`src/rtl/key_debouncer.sv`:
```
// Key conditioning: 2-flop sync, per-channel debounce counter, registered level and press/release pulses.
// Optional build macro KEY_LOCKOUT_EN: while any key is held, idle channels cannot accept a new press.
module key_debouncer_lane #(
  parameter int DEBOUNCE_CYCLES = 1000000
) (
  input  logic clk,
  input  logic reset,
  input  logic key,
  input  logic lock,
  output logic level_n,
  output logic level_nxt,
  output logic press,
  output logic rls
);
  localparam int CW = $clog2(DEBOUNCE_CYCLES + 1);
  localparam logic [CW-1:0] LAST = CW'(DEBOUNCE_CYCLES - 1);

  logic          s1, s2;
  logic [CW-1:0] cnt;
  logic          diff, done;

  // Counter only advances while the synced input disagrees with the accepted level.
  assign diff      = (s2 != level_n) && !lock;
  assign done      = diff && (cnt == LAST);
  assign level_nxt = done ? s2 : level_n;

  always_ff @(posedge clk) begin
    if (reset) begin
      s1      <= 1'b1;
      s2      <= 1'b1;
      cnt     <= '0;
      level_n <= 1'b1;
      press   <= 1'b0;
      rls     <= 1'b0;
    end else begin
      s1      <= key;
      s2      <= s1;
      level_n <= level_nxt;
      press   <= done & ~s2;
      rls     <= done & s2;
      if (!diff || done) cnt <= '0;
      else               cnt <= cnt + CW'(1);
    end
  end
endmodule

module key_debouncer #(
  parameter int WIDTH           = 3,
  parameter int DEBOUNCE_CYCLES = 1000000
) (
  input  logic             CLOCK_50,
  input  logic             reset,
  input  logic [WIDTH-1:0] KEY,
  output logic [WIDTH-1:0] key_level_n,
  output logic [WIDTH-1:0] key_press,
  output logic [WIDTH-1:0] key_release,
  output logic             any_held
);
  logic [WIDTH-1:0] level_nxt;
  logic [WIDTH-1:0] lock;

`ifdef KEY_LOCKOUT_EN
  // Only released channels are locked, so releases always go through.
  assign lock = {WIDTH{any_held}} & key_level_n;
`else
  assign lock = '0;
`endif

  for (genvar i = 0; i < WIDTH; i++) begin : g_lane
    key_debouncer_lane #(.DEBOUNCE_CYCLES(DEBOUNCE_CYCLES)) u_lane (
      .clk       (CLOCK_50),
      .reset     (reset),
      .key       (KEY[i]),
      .lock      (lock[i]),
      .level_n   (key_level_n[i]),
      .level_nxt (level_nxt[i]),
      .press     (key_press[i]),
      .rls       (key_release[i])
    );
  end

  always_ff @(posedge CLOCK_50) begin
    if (reset) any_held <= 1'b0;
    else       any_held <= ~&level_nxt;
  end
endmodule

```
`config.mk`:
```
export PLATFORM = sky130hd
export DESIGN_NAME = key_debouncer
export DESIGN_NICKNAME = d
export VERILOG_FILES = /design/src/rtl/key_debouncer.sv
export SDC_FILE = /design/constraint.sdc
export NUM_CORES = 1
export LEC_CHECK = 0
export CELL_PAD_IN_SITES_DETAIL_PLACEMENT = 1
export CELL_PAD_IN_SITES_GLOBAL_PLACEMENT = 2
export CORE_UTILIZATION = 23
export CTS_BUF_LIST = sky130_fd_sc_hd__clkbuf_8 sky130_fd_sc_hd__clkbuf_16
export DETAILED_ROUTE_END_ITERATION = 8
export GPL_ROUTABILITY_DRIVEN = 0
export PLACE_DENSITY_LB_ADDON = 0.08
export REMOVE_ABC_BUFFERS = 1
export SLEW_MARGIN = 40
export SYNTH_ARGS = -nofsm -noshare
export SYNTH_HDL_FRONTEND = slang
export SYNTH_SLANG_ARGS = --single-unit
```
`constraint.sdc`:
```
create_clock -name CLOCK_50 -period 2.8 [get_ports CLOCK_50]
set_input_delay 0.7 -clock CLOCK_50 [delete_from_list [all_inputs] [get_ports CLOCK_50]]
set_output_delay 0.7 -clock CLOCK_50 [all_outputs]
set_load 0.005 [all_outputs]
```
Yosys cells after proc, flatten, opt, wreduce, memory -nomap -nowiden

Cells that the tools add are included.

Latch bits: 0
Memories: 0
Output and inout bits: 10
Memory bits (writable): 0
Bits in read-only memories: 0
Input bits: 5
Logic and storage cells: 54
Flip-flop bits (word level): 76

$add $sub $neg: 3
Order comparisons: 0
Shifts and indexed selects: 0
Equality and inequality tests: 6
Bitwise logic cells: 9
Reduce and logical (&&, ||, !) cells: 14
Div/mod/pow operators: 0
Multiplexer cells: 3
Multiply operators: 0

Operators by type and width:

| operator                                                        | number |
|---|---|
| 20-bit by 1-bit adder with 20-bit output, second input constant | 3 |
| 20-bit equality test, second input constant                     | 3 |
| 1-bit AND                                                       | 6 |
| 2-bit OR reduction                                              | 3 |
| 1-bit zero test                                                 | 4 |
| 1-bit logical AND                                               | 3 |
| 1-bit logical OR                                                | 3 |
| 1-bit 2-to-1 mux                                                | 3 |
| 1-bit inequality test                                           | 3 |
| 1-bit NOT                                                       | 3 |
| 3-bit AND reduction                                             | 1 |

Longest topological paths before layout

Gate-level depths: netlist of run 1.

Word-level depth: 5
Mapped depth: 8

Modules after synthesis

From an unflattened synthesis of run 1, not the netlist that was laid out.

Cells, all modules: 360
Area total of the unflattened synthesis: 3490.8 µm²

By module, submodules not included:

| module             | cells each | area an instance (µm²) | times used | seq. area each (µm²) |
|---|---|---|---|---|
| key_debouncer_lane | 119        | 1153.6                 | 3          | 500.5 |
| key_debouncer      | 3          | 30.0                   | 1          | 20.0 |

Worst setup path after synthesis of run 1

OpenSTA, ideal clock, no wires.

Path kind: register -> register
Start point: register g_lane[0].u_lane.cnt[0]
End point: register g_lane[0].u_lane.cnt[10]
Arrival: 1771 ps
Stages on the path, launching flop included: 9
Library setup time: 117 ps
Path slack: 912 ps
Data required time: 2683 ps
Path buffers: 2
Cell sequence: dfxtp_1 -> ha_1 -> and3_1 -> nand3_1 -> or3_1 -> clkbuf_1 -> nand2_1 -> buf_2 -> nor2_1

Word-level cells in the longest chain between the ends: 4

RTL lines:

| element                                                                          | RTL line | RTL |
|---|---|---|
| from (decl)                                                                      | 19       | `logic [CW-1:0] cnt;` |
| from (signal assigned)                                                           | 42       | `else cnt <= cnt + CW'(1);` |
| branches (longest 4 deep; another with 20-bit by 1-bit adder with 20-bit output) | --       |  |

Parallel ways; which one is timed is not known.
A chain may end at the register's enable or synchronous reset.

Final worst setup path of run 1

Start point: register g_lane[2].u_lane.cnt[7]
End point: register g_lane[2].u_lane.cnt[17]

Word-level cells in the longest chain between the ends: 4

RTL lines:

| element                                                                          | RTL line |
|---|---|
| from (decl)                                                                      | 19 |
| from (signal assigned)                                                           | 42 |
| branches (longest 4 deep; another with 20-bit by 1-bit adder with 20-bit output) | -- |

Parallel ways; which one is timed is not known.

==> results of run 1 <==
synthesized netlist by cell type (3+ instances only):
cell type | count | area, sq um
xnor2_1 | 22 | 193
or2_2 | 6 | 37.5
nor3_1 | 10 | 50.1
dfxtp_1 | 76 | 1520
nand2_1 | 26 | 97.6
xor2_1 | 34 | 298
nor2_1 | 75 | 282
nor4_1 | 11 | 68.8
ha_1 | 3 | 37.5
nand3_1 | 19 | 95.1
nor4b_1 | 4 | 35.0
and3_1 | 9 | 56.3
inv_1 | 3 | 11.3
buf_4 | 9 | 67.6
nand4_1 | 15 | 93.8
clkbuf_1 | 4 | 15.0
per-layer routing:
layer / GRT usage (%) / vias up / part of all wire [%]
met4: 7.12 / 0 / 2.7
met2: 17.4 / 19 / 46
met5: 0 / - / 0
met1: 13.3 / 1105 / 48
met3: 2.80 / 12 / 2.8
li1: - / 1186 / -
path summary, 6_finish.rpt:
| path | start | endpoint | slack [ns] | cells past startpoint |
|---|---|---|---|---|
| worst max register to register | g_lane[2].u_lane.cnt[7] | g_lane[2].u_lane.cnt[17] | 0.62 | 5 |
| worst min-delay path | g_lane[2].u_lane.s1 | g_lane[2].u_lane.s2 | 0.41 | 1 |
| worst max-delay path | g_lane[2].u_lane.cnt[7] | g_lane[2].u_lane.cnt[17] | 0.62 | 5 |
| worst min register to register | g_lane[2].u_lane.s1 | g_lane[2].u_lane.s2 | 0.41 | 1 |
per-stage QoR:
step	setup slack [ns]	std cells	cell area, sq um	total power, mW
after floorplan	0.967	331	3020	1.12
after global placement	0.614	528	3430	1.14
after detailed placement	0.566	528	3430	1.14
after CTS	0.550	544	3700	2.22
after global routing	0.436	544	3700	2.27
final	0.623	544	3700	2.16
critical path, cell delays in order, from the launching register on:
cell     delay, ns
dfxtp_1       0.35
or4b_1        0.54
nor4_1        0.35
nand4_1       0.30
nand2_2       0.41
nor2_1        0.10
cell families (layout without fill, tap and decap cells):
| group | Yosys count | count (layout) | share of synthesized area (%) |
|---|---|---|---|
| buffers and inverters | 18 | 40 | 3.53 |
| multiplexers | 3 | 3 | 1.00 |
| AND/OR/NAND/NOR | 188 | 188 | 29.3 |
| adder cells (fa/ha/maj) | 3 | 3 | 1.20 |
| XOR/XNOR | 56 | 56 | 15.7 |
| flip-flops | 76 | 76 | 48.8 |
| AO/OA/AOI/OAI | 2 | 2 | 0.401 |
flip-flops by register name (all words and copies together) (netlist names):
signal / cells
any_held: 1
g_lane.u_lane.cnt: 60
g_lane.u_lane.level_n: 3
g_lane.u_lane.press: 3
g_lane.u_lane.rls: 3
g_lane.u_lane.s1: 3
g_lane.u_lane.s2: 3
report_power, final:
part / internal [mW] / switching (mW) / leakage, nW
Sequential: 1.09 / 0.00349 / 0.614
Clock: 0.608 / 0.431 / 0.147
Combinational: 0.0119 / 0.0153 / 0.441
final cells by class:
cell class	instances	area, sq um
Clock buffer	10	239
Sequential cell	76	1520
Clock inverter	6	25.0
Multi-Input combinational cell	252	1490
Inverter	3	11.3
Fill cell	1579	9550
Tap cell	176	220
Timing Repair Buffer	21	193
==> out/metrics.yaml, run 1 <==
slew_headroom_pct: 51.0
drive_gt1_share_pct: 7.88
cts_root_buf: "clkbuf_16"
worst_pin_slew_ns: 0.728
final_cell_mix: "76 x dfxtp_1, 75 x nor2_1, 34 x xor2_1, 26 x nand2_1, 22 x xnor2_1"
hold_slack_ns: 0.409
cts_tree: "yes"
p_leak_nw: 1.20
status: "finished, final reports clean"
wire_per_inst_microns: 12.6
final_hold_viol_count: 0
synthCells: 346
slew_viol_final: 0
antenna_found_initial: 0
final_common_cell: "dfxtp_1"
start_util_pct: 23.5
grt.overflow.total: 0
dieArea_sq_um: 14000
syn_area_sq_um: 3120
worst-path-max-fanout: 19
cp_data_required_time_ns: 3.01
hold_class: "reg -> reg"
htree_levels: 3
yosysWarnings: 0
hpwl_microns: 4810
clk_latency_ns: 0.34
grt_usage_pct: 11.0
grt_pass1_wl_microns: 12000
grt_pass1_vias: 2478
clock_sinks: 76
fin_crit_sh_pct: 77.7
drt_iter0_drc: 64
setup_tns_ns: 0
crit_type: "reg -> reg"
yosysSeqAreaShare_pct: 48.8
fin_skew_ns: 0.00401
ctsResizeCount: 0
via_count: 2322
crit_arrival_ns: 2.38
die_x_microns: 118
vdd_ir_drop_max_mv: 0.215
maxCapViolCount: 0
post_cts.repair.setup_buffers: 0
via_per_inst: 4.27
antenna_left: 0
synth-main-ff-cell: "dfxtp_1"
synthArstFlopShare_pct: 0
drc: 0
n_antenna_cell: 0
nNetsFinal: 371
ys_ff_latch: 76
area_growth_syn_to_layout_pct: 18.5
grt_max_degree: 20
die_y_microns: 118
hold_buffers: 0
finalSetupViolCount: 0
portBuffers: 14
num_io_pins: 15
rows: 42
powerDensity_nw_per_um2: 583
synth_cell_type_count: 33
cts_max_path_buffers: 2
drt-total-wl_microns: 6880
design.core.area_sq_um: 13200
end_kind: "flop"
numCtsBuffers: 9
synth_edf_count: 0
clkTransAtPathRegs_ns: 0.05
syn-mean-instance-area_sq_um: 9.01
max_freq_ghz: 0.459
rsz0062_at_grt: "false"
drtPass1Iterations: 4
final_util_pct: 27.9
worstSetupStartpointType: "flop"
min_period_ns: 2.18
Power figures use the tool's default switching activity.
==> inputs of run 2 (changes only) <==
clock period = 1.9 ns   (was 2.8 ns; I/O delays follow)
==> out/metrics.yaml, run 2 (synthesis gave the netlist of run 1 again) <==
cts_max_path_buffers: 2
fillers: 1564
p_switching_mw: 0.695
max_freq_ghz: 0.544
fin_crit_sh_pct: 96.7
final_hold_viol_count: 0
combPwrFrac_pct: 1.7
drive_gt1_share_pct: 17.2
grt_pass1_wl_microns: 12200
nNetsFinal: 405
clk_latency_ns: 0.33
internal-power_mw: 2.89
cts_root_buf: "clkbuf_16"
final_cell_mix: "76 x dfxtp_1, 75 x nor2_1, 35 x buf_4, 34 x xor2_1, 26 x nand2_1"
switching_share_pct: 19.4
via_count: 2456
clkTransAtPathRegs_ns: 0.06
wire_per_inst_microns: 12.6
fin_ws_ns: 0.0622
hold_class: "reg -> reg"
setup_tns_ns: 0
place_ws_ns: -0.0346
largest_reg_flops: 60
crit_arrival_ns: 2.06
rows: 42
cp_data_required_time_ns: 2.13
pwr-share-seq_pct: 44.8
p_clk_share_pct: 53.5
end_kind: "flop"
placed_area_sq_um: 3710
antenna_found_initial: 0
highest_layer: "met4"
powerDensity_nw_per_um2: 867
drt-total-wl_microns: 7280
rsz0062_at_grt: "true"
grt.overflow.total: 0
final_common_cell: "dfxtp_1"
seq_area_sq_um: 1520
multiInputGateArea_sq_um: 1510
drt_iter0_drc: 59
area_growth_syn_to_layout_pct: 32.5
largest_register: "g_lane.u_lane.cnt"
num_io_pins: 15
n_antenna_cell: 0
fin_total_pwr_mw: 3.58
dieArea_sq_um: 14000
finalSetupViolCount: 0
grt_max_degree: 22
design.core.area_sq_um: 13200
start_util_pct: 23.5
worstSetupStartpointType: "flop"
drtPass1Iterations: 4
grt_usage_pct: 11.2
antenna_left: 0
slew_headroom_pct: 72.9
status: "finished, final reports clean"
clock_sinks: 76
min_period_ns: 1.84
slew_viol_final: 0
worst_pin_slew_ns: 0.401
htree_levels: 3
maxCapViolCount: 0
p_leak_nw: 1.44
fin_area_sq_um: 4130
wl_met1_microns: 3770
die_x_microns: 118
numCtsBuffers: 9
crit_type: "reg -> reg"
fin_skew_ns: 0.00537
die_y_microns: 118
wl_met3_microns: 222
portBuffers: 14
cts_tree: "yes"
drc: 0
via_per_inst: 4.25
grt_pass1_vias: 2493
worst-path-max-fanout: 9
hpwl_microns: 5090
route.met2.wl_microns: 3120
vdd_ir_drop_max_mv: 0.324
run 2: cell count changes in the layout (fill, tap and decap cells not counted), sizes merged:
cell | previous run | this run
clkinvlp | 0 | 1
buf | 7 | 39
clkinv | 2 | 0
bufinv | 0 | 2
inv | 7 | 4
clkbuf | 10 | 14
run 2: worst paths after layout:
kind,end,from,slack [ns],cells past startpoint
setup / recovery,g_lane[2].u_lane.cnt[8],g_lane[2].u_lane.cnt[7],0.06,7
hold / removal,g_lane[1].u_lane.s2,g_lane[1].u_lane.s1,0.41,1
setup reg to reg,g_lane[2].u_lane.cnt[8],g_lane[2].u_lane.cnt[7],0.06,7
hold reg to reg,g_lane[1].u_lane.s2,g_lane[1].u_lane.s1,0.41,1
run 2: stage by stage:
stage                     hold WS, ns  util (%)  std cells
final                           0.408      31.2        578
after global routing            0.425      31.2        578
after CTS                       0.413      30.7        575
after detailed placement        0.398      28.1        559
after global placement          0.391      28.1        559
after floorplan                 0.389         -        331
run 2: per-layer routing:
metal | track usage, % | vias up
met2 | 16.8 | 19
met3 | 2.80 | 14
met5 | 0 | -
li1 | - | 1258
met4 | 6.65 | 0
met1 | 14.4 | 1165
run 2: repair_timing:
item | CTS | global route
pin swaps | 2 | 2
setup buffers | 0 | 1
hold buffers | 0 | 0
setup endpoints to repair | 22 | 23
cloned | 0 | 2
gates resized for setup | 2 | 2
run 2: power by group through the flow:
| stage | combinational (mW) | sequential [mW] | clock, mW |
|---|---|---|---|
| after global placement | 0.0534 | 1.64 | 0 |
| after global routing | 0.0652 | 1.61 | 2.06 |
| final | 0.0592 | 1.61 | 1.92 |
| after detailed placement | 0.0541 | 1.64 | 0 |
| after CTS | 0.0546 | 1.61 | 1.99 |
| after floorplan | 0.0167 | 1.64 | 0 |
run 2: area by class of cell:
type	instances	share of cell area [%]
Clock inverter	4	1.73
Multi-Input combinational cell	252	36.5
Timing Repair Buffer	55	12.9
Tap cell	176	5.33
Sequential cell	76	36.8
Clock buffer	12	6.45
Inverter	3	0.272
run 2: critical path, stage by stage, from the launching register on:
cell       delay, ns
dfxtp_1         0.30
or4b_1          0.53
nor4_2          0.28
nand4_1         0.12
buf_4           0.18
nand2_4         0.10
clkbuf_16       0.17
nor2_1          0.05
